### src/rtl/dsi_pixel_fetch_pkg.sv
// Shared definitions for the DSI pixel fetch block: host register map,
// fetch state encoding, STATUS layout and the line/frame tag helper.
package dsi_pixel_fetch_pkg;

    localparam logic [3:0] REG_FETCH_CTL    = 4'h8;
    localparam logic [3:0] REG_FETCH_XSIZE  = 4'h9;
    localparam logic [3:0] REG_FETCH_YSIZE  = 4'hA;
    localparam logic [3:0] REG_FETCH_STATUS = 4'hB;

    localparam int STATUS_ERR_BIT = 0;
    localparam int STATUS_CNT_LSB = 16;

    typedef enum logic [2:0] {
        ST_IDLE       = 3'd0,
        ST_WAIT_VS_HI = 3'd1,
        ST_WAIT_VS_LO = 3'd2,
        ST_FETCH      = 3'd3,
        ST_DRAIN      = 3'd4
    } fetch_state_e;

    // Field order matches the upper bits of a stored buffer entry.
    typedef struct packed {
        logic eof;
        logic eol;
        logic sol;
        logic sof;
    } pix_tags_t;

    // Tags of the word at position (x, y) in a frame of (xmax+1) x (ymax+1).
    function automatic pix_tags_t calc_tags(input logic [11:0] x, input logic [11:0] y,
                                            input logic [11:0] xmax, input logic [11:0] ymax);
        pix_tags_t t;
        t.sol = (x == 12'd0);
        t.eol = (x == xmax);
        t.sof = (x == 12'd0) && (y == 12'd0);
        t.eof = (x == xmax) && (y == ymax);
        return t;
    endfunction

endpackage

### src/rtl/dsi_skid_buffer.sv
// Two-entry skid buffer. The head entry is always the oldest word and is
// presented directly; flush drops everything without touching the data.
module dsi_skid_buffer #(
    parameter int g_width = 28
) (
    input  logic               clk,
    input  logic               rst,
    input  logic               flush,
    input  logic               push,
    input  logic [g_width-1:0] din,
    input  logic               pop,
    output logic [g_width-1:0] dout,
    output logic [1:0]         occupancy
);

    logic [g_width-1:0] head_r;
    logic [g_width-1:0] tail_r;
    logic [1:0]         occ_r;
    logic               pop_ok_s;
    logic               push_ok_s;

    assign pop_ok_s  = pop && (occ_r != 2'd0);
    assign push_ok_s = push && ((occ_r != 2'd2) || pop_ok_s);
    assign dout      = head_r;
    assign occupancy = occ_r;

    // Entry storage and occupancy; simultaneous push and pop keeps occupancy
    always_ff @(posedge clk) begin
        if (rst) begin
            occ_r  <= 2'd0;
            head_r <= '0;
            tail_r <= '0;
        end else if (flush) begin
            occ_r <= 2'd0;
        end else begin
            case ({push_ok_s, pop_ok_s})
                2'b10: begin
                    if (occ_r == 2'd0) begin
                        head_r <= din;
                    end else begin
                        tail_r <= din;
                    end
                    occ_r <= occ_r + 2'd1;
                end
                2'b01: begin
                    head_r <= tail_r;
                    occ_r  <= occ_r - 2'd1;
                end
                2'b11: begin
                    if (occ_r == 2'd1) begin
                        head_r <= din;
                    end else begin
                        head_r <= tail_r;
                        tail_r <= din;
                    end
                end
                default: begin
                    occ_r <= occ_r;
                end
            endcase
        end
    end

endmodule

### src/rtl/dsi_pixel_fetch.sv
// Pixel fetch: pulls one frame of words from the pixel source after each
// vsync falling edge, absorbs the source read latency in a skid buffer and
// presents a tagged valid/ready stream to the DSI packet assembler.
module dsi_pixel_fetch
    import dsi_pixel_fetch_pkg::*;
#(
    parameter int g_pixels_per_clock = 1,
    localparam int g_pixel_width = 24 * g_pixels_per_clock
) (
    input  logic                     clk_i,
    input  logic                     rst_i,
    input  logic [3:0]               host_a_i,
    input  logic [31:0]              host_d_i,
    output logic [31:0]              host_d_o,
    input  logic                     host_wr_i,
    input  logic                     fifo_empty_i,
    output logic                     fifo_rd_o,
    input  logic [g_pixel_width-1:0] fifo_pixels_i,
    input  logic                     pix_vsync_i,
    output logic [g_pixel_width-1:0] pix_o,
    output logic                     pix_valid_o,
    input  logic                     pix_ready_i,
    output logic                     pix_sof_o,
    output logic                     pix_sol_o,
    output logic                     pix_eol_o,
    output logic                     pix_eof_o,
    output logic                     frame_err_o
);

    fetch_state_e state_r;
    logic         enable_r;
    logic [11:0]  xsize_r;
    logic [11:0]  ysize_r;
    logic [11:0]  xlat_r;
    logic [11:0]  ylat_r;
    logic [11:0]  wx_r;
    logic [11:0]  wy_r;
    logic         frame_err_r;
    logic [15:0]  frame_cnt_r;
    logic [25:0]  total_r;
    logic [25:0]  issued_r;
    logic         inflight_r;
    logic [31:0]  host_d_r;

    logic [1:0]                 occ_s;
    logic [1:0]                 occ_eff_s;
    logic [g_pixel_width+3:0]   head_s;
    logic [g_pixel_width+3:0]   push_data_s;
    pix_tags_t                  tags_s;
    logic                       wr_ctl_s;
    logic                       wr_xsize_s;
    logic                       wr_ysize_s;
    logic                       wr_status_s;
    logic                       enable_nxt_s;
    logic                       pop_s;
    logic                       room_s;
    logic                       rd_s;
    logic                       err_s;
    logic                       flush_s;
    logic                       last_issue_s;
    logic [12:0]                xs1_s;
    logic [12:0]                ys1_s;
    logic [25:0]                total_calc_s;

    assign wr_ctl_s    = host_wr_i && (host_a_i == REG_FETCH_CTL);
    assign wr_xsize_s  = host_wr_i && (host_a_i == REG_FETCH_XSIZE);
    assign wr_ysize_s  = host_wr_i && (host_a_i == REG_FETCH_YSIZE);
    assign wr_status_s = host_wr_i && (host_a_i == REG_FETCH_STATUS);

    // A disabling write acts on the same edge it lands, so the block is idle
    // and silent in the very next cycle.
    assign enable_nxt_s = wr_ctl_s ? host_d_i[0] : enable_r;

    assign pix_valid_o = (occ_s != 2'd0);
    assign pop_s       = pix_valid_o && pix_ready_i;

    // Room is judged after this cycle's pop so a steady stream runs at one
    // word per clock with one entry held and one read in flight.
    assign occ_eff_s = occ_s - {1'b0, pop_s};
    assign room_s    = (occ_eff_s == 2'd0) || ((occ_eff_s == 2'd1) && !inflight_r);
    assign rd_s      = (state_r == ST_FETCH) && !fifo_empty_i && room_s && (issued_r < total_r);
    assign fifo_rd_o = rd_s;

    assign last_issue_s = rd_s && ((issued_r + 26'd1) == total_r);
    assign err_s   = ((state_r == ST_FETCH) || (state_r == ST_DRAIN)) && pix_vsync_i;
    assign flush_s = err_s || !enable_nxt_s;

    assign xs1_s        = {1'b0, xsize_r} + 13'd1;
    assign ys1_s        = {1'b0, ysize_r} + 13'd1;
    assign total_calc_s = xs1_s * ys1_s;

    assign tags_s      = calc_tags(wx_r, wy_r, xlat_r, ylat_r);
    assign push_data_s = {tags_s, fifo_pixels_i};

    assign {pix_eof_o, pix_eol_o, pix_sol_o, pix_sof_o, pix_o} = head_s;
    assign frame_err_o = frame_err_r;
    assign host_d_o    = host_d_r;

    dsi_skid_buffer #(
        .g_width(g_pixel_width + 4)
    ) u_skid (
        .clk      (clk_i),
        .rst      (rst_i),
        .flush    (flush_s),
        .push     (inflight_r),
        .din      (push_data_s),
        .pop      (pop_s),
        .dout     (head_s),
        .occupancy(occ_s)
    );

    // Host-writable control, geometry and sticky error (set beats clear)
    always_ff @(posedge clk_i) begin
        if (rst_i) begin
            enable_r    <= 1'b0;
            xsize_r     <= 12'd0;
            ysize_r     <= 12'd0;
            frame_err_r <= 1'b0;
        end else begin
            if (wr_ctl_s) begin
                enable_r <= host_d_i[0];
            end
            if (wr_xsize_s) begin
                xsize_r <= host_d_i[11:0];
            end
            if (wr_ysize_s) begin
                ysize_r <= host_d_i[11:0];
            end
            if (err_s) begin
                frame_err_r <= 1'b1;
            end else if (wr_status_s && host_d_i[STATUS_ERR_BIT]) begin
                frame_err_r <= 1'b0;
            end
        end
    end

    // Register readback, one cycle behind the address
    always_ff @(posedge clk_i) begin
        if (rst_i) begin
            host_d_r <= 32'd0;
        end else begin
            case (host_a_i)
                REG_FETCH_CTL:    host_d_r <= {31'd0, enable_r};
                REG_FETCH_XSIZE:  host_d_r <= {20'd0, xsize_r};
                REG_FETCH_YSIZE:  host_d_r <= {20'd0, ysize_r};
                REG_FETCH_STATUS: host_d_r <= {frame_cnt_r, 15'd0, frame_err_r};
                default:          host_d_r <= 32'd0;
            endcase
        end
    end

    // Frame sequencing, read accounting and write-side position counters
    always_ff @(posedge clk_i) begin
        if (rst_i) begin
            state_r     <= ST_IDLE;
            xlat_r      <= 12'd0;
            ylat_r      <= 12'd0;
            wx_r        <= 12'd0;
            wy_r        <= 12'd0;
            total_r     <= 26'd0;
            issued_r    <= 26'd0;
            inflight_r  <= 1'b0;
            frame_cnt_r <= 16'd0;
        end else begin
            inflight_r <= rd_s && !flush_s;
            if (rd_s) begin
                issued_r <= issued_r + 26'd1;
            end
            if (inflight_r) begin
                if (wx_r == xlat_r) begin
                    wx_r <= 12'd0;
                    wy_r <= wy_r + 12'd1;
                end else begin
                    wx_r <= wx_r + 12'd1;
                end
            end
            if (!enable_nxt_s) begin
                state_r <= ST_IDLE;
            end else begin
                case (state_r)
                    ST_IDLE: begin
                        state_r <= ST_WAIT_VS_HI;
                    end
                    ST_WAIT_VS_HI: begin
                        if (pix_vsync_i) begin
                            state_r <= ST_WAIT_VS_LO;
                        end
                    end
                    ST_WAIT_VS_LO: begin
                        if (!pix_vsync_i) begin
                            state_r  <= ST_FETCH;
                            xlat_r   <= xsize_r;
                            ylat_r   <= ysize_r;
                            total_r  <= total_calc_s;
                            issued_r <= 26'd0;
                            wx_r     <= 12'd0;
                            wy_r     <= 12'd0;
                        end
                    end
                    ST_FETCH: begin
                        if (pix_vsync_i) begin
                            state_r <= ST_WAIT_VS_LO;
                        end else if (last_issue_s) begin
                            state_r <= ST_DRAIN;
                        end
                    end
                    ST_DRAIN: begin
                        if (pix_vsync_i) begin
                            state_r <= ST_WAIT_VS_LO;
                        end else if ((occ_s == 2'd0) && !inflight_r) begin
                            state_r     <= ST_WAIT_VS_HI;
                            frame_cnt_r <= frame_cnt_r + 16'd1;
                        end
                    end
                    default: begin
                        state_r <= ST_IDLE;
                    end
                endcase
            end
        end
    end

endmodule

### config.mk
export PLATFORM = sky130hd
export DESIGN_NAME = dsi_pixel_fetch
export DESIGN_NICKNAME = d
export VERILOG_FILES = /design/src/rtl/dsi_pixel_fetch_pkg.sv /design/src/rtl/dsi_skid_buffer.sv /design/src/rtl/dsi_pixel_fetch.sv
export SDC_FILE = /design/constraint.sdc
export NUM_CORES = 1
export LEC_CHECK = 0
export CAP_MARGIN = 10
export CORE_MARGIN = 4
export CORE_UTILIZATION = 60
export DETAILED_ROUTE_END_ITERATION = 6
export HOLD_SLACK_MARGIN = 0.06
export PLACE_DENSITY = 0.82
export REMOVE_ABC_BUFFERS = 1
export SLEW_MARGIN = 20
export SYNTH_ARGS = -nofsm -noshare
export SYNTH_HDL_FRONTEND = slang
export SYNTH_SLANG_ARGS = --single-unit
### constraint.sdc
create_clock -name clk_i -period 19.2 [get_ports clk_i]
set_input_delay 1.92 -clock clk_i [delete_from_list [all_inputs] [get_ports clk_i]]
set_output_delay 1.92 -clock clk_i [all_outputs]
set_load 0.05 [all_outputs]
==> key figures <==
Global routing
  • GRT Max-Usage Layer: met2
  • Met3 GRT Util: 0.04132
  • Met2 Track Usage GR: 0.4489
  • GRT Total Usage: 0.2644
  • Largest net degree at the start of global routing: 91
  • Initial antenna violation count: 0
  • First-pass GRT wire length: 68040 um
  • GR Util met1: 0.3482
  • Total grt overflow: 0
  • Number of global-route vias before repair: 13700

Pwr
  • Power per cell area: 53.34 nW/um^2
  • Leakage Power: 8.149 nW
  • VDD IR max: 0.06419 mV

Clocking
  • H-tree levels: 1
  • CTS max path bufs: 3
  • Cts repair resizes: 0
  • TritonCTS clock tree: yes
  • Hold buffers post-CTS: 0
  • Setup bufs post-CTS: 0
  • TritonCTS Sinks: 232
  • Worst skew pair latency: 0.55 ns
  • Num CTS Buffers: 25
  • Worst-path clk slew: 0.06 ns
  • Clk root buf: clkbuf_16

Place
  • Final HPWL DP: 30630 um
  • Post-Place Setup Slack: 11.75 ns
  • GPL Wtd Cong: 0.9402
  • Buffers on Ports: 104

Setup path
  • Worst EP required: 19.59 ns
  • RR Startpoint: ysize_r[0]
  • Crit path DAT: 8.01 ns
  • Reg2reg setup slack: 11.58 ns
  • Crit path capture type: flip-flop
  • Reg2reg end: total_r[25]
  • Startpoint class of the critical path: flip-flop
  • Reg2Reg Depth: 21
  • Kind of critical path: flip-flop to flip-flop
  • Critical Path Fanout Max: 19

Route
  • 1st-pass router iterations: 5
  • Vias per cell: 5.678
  • Vias: 13830
  • Drt initial violations: 1022
  • Post-route ant nets: 0
  • DRC viols: 0
  • Post-DR wirelength/cell: 16.81 um
  • Final wirelength: 40940 um

Floorplan
  • Initial Util: 0.6153
  • Die area: 30680 um^2
  • # IOs: 129
  • Core Area: 27250 um^2
  • Die span in x: 175.2 um
  • # rows: 60
  • Die height: 175.2 um

Timing
  • Slew HR: 0.2322
  • Final Max Slew Viols: 0
  • Clock Skew: 0.01597 ns
  • Setup TNS: 0 ns
  • Final setup fails: 0
  • RSZ-0062 raised after global routing: false
  • Worst slew pin tran: 1.143 ns
  • Crit path time final: 7.618 ns
  • Final hold vios: 0
  • Maximum clock rate: 0.1313 GHz
  • Final period util: 0.3968
  • Worst setup margin: 11.58 ns

Synthesis
  • Mapped Avg Cell Area: 8.409 um^2
  • Synth cell types: 71
  • Synth Instances: 1994
  • Number of flops mapped to enable cells by yosys: 0
  • Sequential cell area fraction in the yosys report: 0.2770
  • Largest cells by area after synthesis: dfxtp_1 28%, fa_1 14%, ha_1 8.1%, nand2_1 5.8%, nor2_1 5.3%
  • Yosys warning count: 0
  • Synth Flop Type: dfxtp_1
  • Synth top area share: 0.2770
  • Async set-reset flop share out of synthesis: 0
  • Seq cells post-synth: 232
  • Cell taking the most area after synthesis: dfxtp_1
  • Post-Syn Area: 16770 um^2

Job
  • Max cap viols: 0

Layout
  • Most common cell after layout, fill and taps aside: nand2_1
  • Area growth syn-to-layout: 12.36%
  • Most frequent cells in the layout: 259 x nand2_1, 235 x nor2_1, 232 x dfxtp_1, 198 x inv_1, 121 x fa_1
  • Fillers: 2147
  • Diode count: 0
  • Final net count: 2341
  • Share of layout cells above drive strength 1: 0.03926

Worst hold path
  • Hold worst-path end: xlat_r[0]
  • Hold depth: 2
  • Hold Crit Start: xlat_r[0]
  • Hold crit path type: flip-flop to flip-flop

Run status
  • Status: completed
cells in the mapped netlist, types with 27 or more instances:
master    instances
clkbuf_1         70
dfxtp_1         232
and2_1           36
and3_1           34
xnor2_1          80
ha_1            109
inv_1           198
nand2_1         259
nor2_1          236
a21oi_1          99
a211oi_1         36
mux2i_1          63
fa_1            121
xor2_1           94
o21ai_0          27
nand4_1          27
nand3_1          79
cell type report:
cell class	instances	area (um^2)	share of cell area
clock inverter	10	93.84	0.004981
multi-input combinational	1467	10980	0.5831
sequential	232	4644	0.2465
timing repair buffer	120	1171	0.06216
tap	372	465.4	0.02471
inverter	199	747.0	0.03965
clock buffer	35	733.2	0.03892
sequential cells by signal, indices dropped and copies added (netlist names):
signal	cells
wx_r	12
wy_r	12
enable_r	1
issued_r	26
xlat_r	12
frame_cnt_r	16
inflight_r	1
ylat_r	12
total_r	26
host_d_o	28
u_skid.tail_r	28
xsize_r	12
u_skid.dout	28
frame_err_o	1
state_r	3
ysize_r	12
u_skid.occupancy	2
logic make-up (layout without fill, tap and decap cells):
group,after synthesis,in the layout,share of synthesized area
adders and majority gates,230,230,0.2258
xor gates and xnor gates,174,174,0.09089
DFF,232,232,0.2770
buffers and inverters,298,364,0.07014
and+or+nand+nor,752,752,0.2036
muxes,65,65,0.03895
AOI/OAI and AO/OA,242,242,0.09335
other,1,4,0.0002236
worst max-delay path, stage by stage, from the launching register on:
cell	delay (ns)
dfxtp_1	0.89
ha_1	0.41
nand2_1	0.10
xnor2_1	0.89
nand2_1	0.19
fa_1	0.55
fa_1	0.51
inv_1	0.04
ha_1	0.32
fa_1	0.54
inv_1	0.05
fa_1	0.58
inv_1	0.06
ha_1	0.34
o21a_1	0.25
a2bb2oi_1	0.27
nand2_1	0.16
o21ai_0	0.44
a21oi_1	0.19
a21boi_0	0.31
mux2i_1	0.23
a41oi_1	0.12
where the power goes:
| group | switching, W | internal (W) | total (W) |
|---|---|---|---|
| clock network | 0.000204 | 0.000281 | 0.000484 |
| registers | 0.00000181 | 0.000482 | 0.000484 |
| logic | 0.0000228 | 0.0000138 | 0.0000366 |
worst max-delay path by stage:
stage,slack (ns),cells past startpoint,startpoint,endpoint
6_report,11.58,21,ysize_r[0],total_r[25]
5_1_grt,11.19,24,xsize_r[3],total_r[25]
4_1_cts,11.74,21,ysize_r[0],total_r[25]
3_5_place_dp,11.75,21,ysize_r[0],total_r[25]
3_3_place_gp,11.86,21,ysize_r[0],total_r[25]
2_1_floorplan,12.19,7,host_a_i[0],u_skid.tail_r[0]
stage by stage:
| step | hold WS (ns) | cell area, um^2 | total power, W | cells | utilization |
|---|---|---|---|---|---|
| 5_1_grt | 0.4894 | 18840 | 0.001037 | 2435 | 0.6913 |
| 3_3_place_gp | 0.4573 | 17980 | 0.0005295 | 2389 | 0.6600 |
| 4_1_cts | 0.4704 | 18810 | 0.001011 | 2434 | 0.6903 |
| 6_report | 0.4687 | 18840 | 0.001005 | 2435 | 0.6913 |
| 2_1_floorplan | 0.4420 | 16350 | 0.0005072 | 1898 | - |
| 3_5_place_dp | 0.4623 | 17980 | 0.0005302 | 2389 | 0.6600 |
metal layers:
layer  up-vias  routed length [um]
met2       460               19750
li1       6609                   -
met5         -                   0
met1      6650               17230
met3       107                2665
met4         0                1288
(Power assumes the default switching activity.)
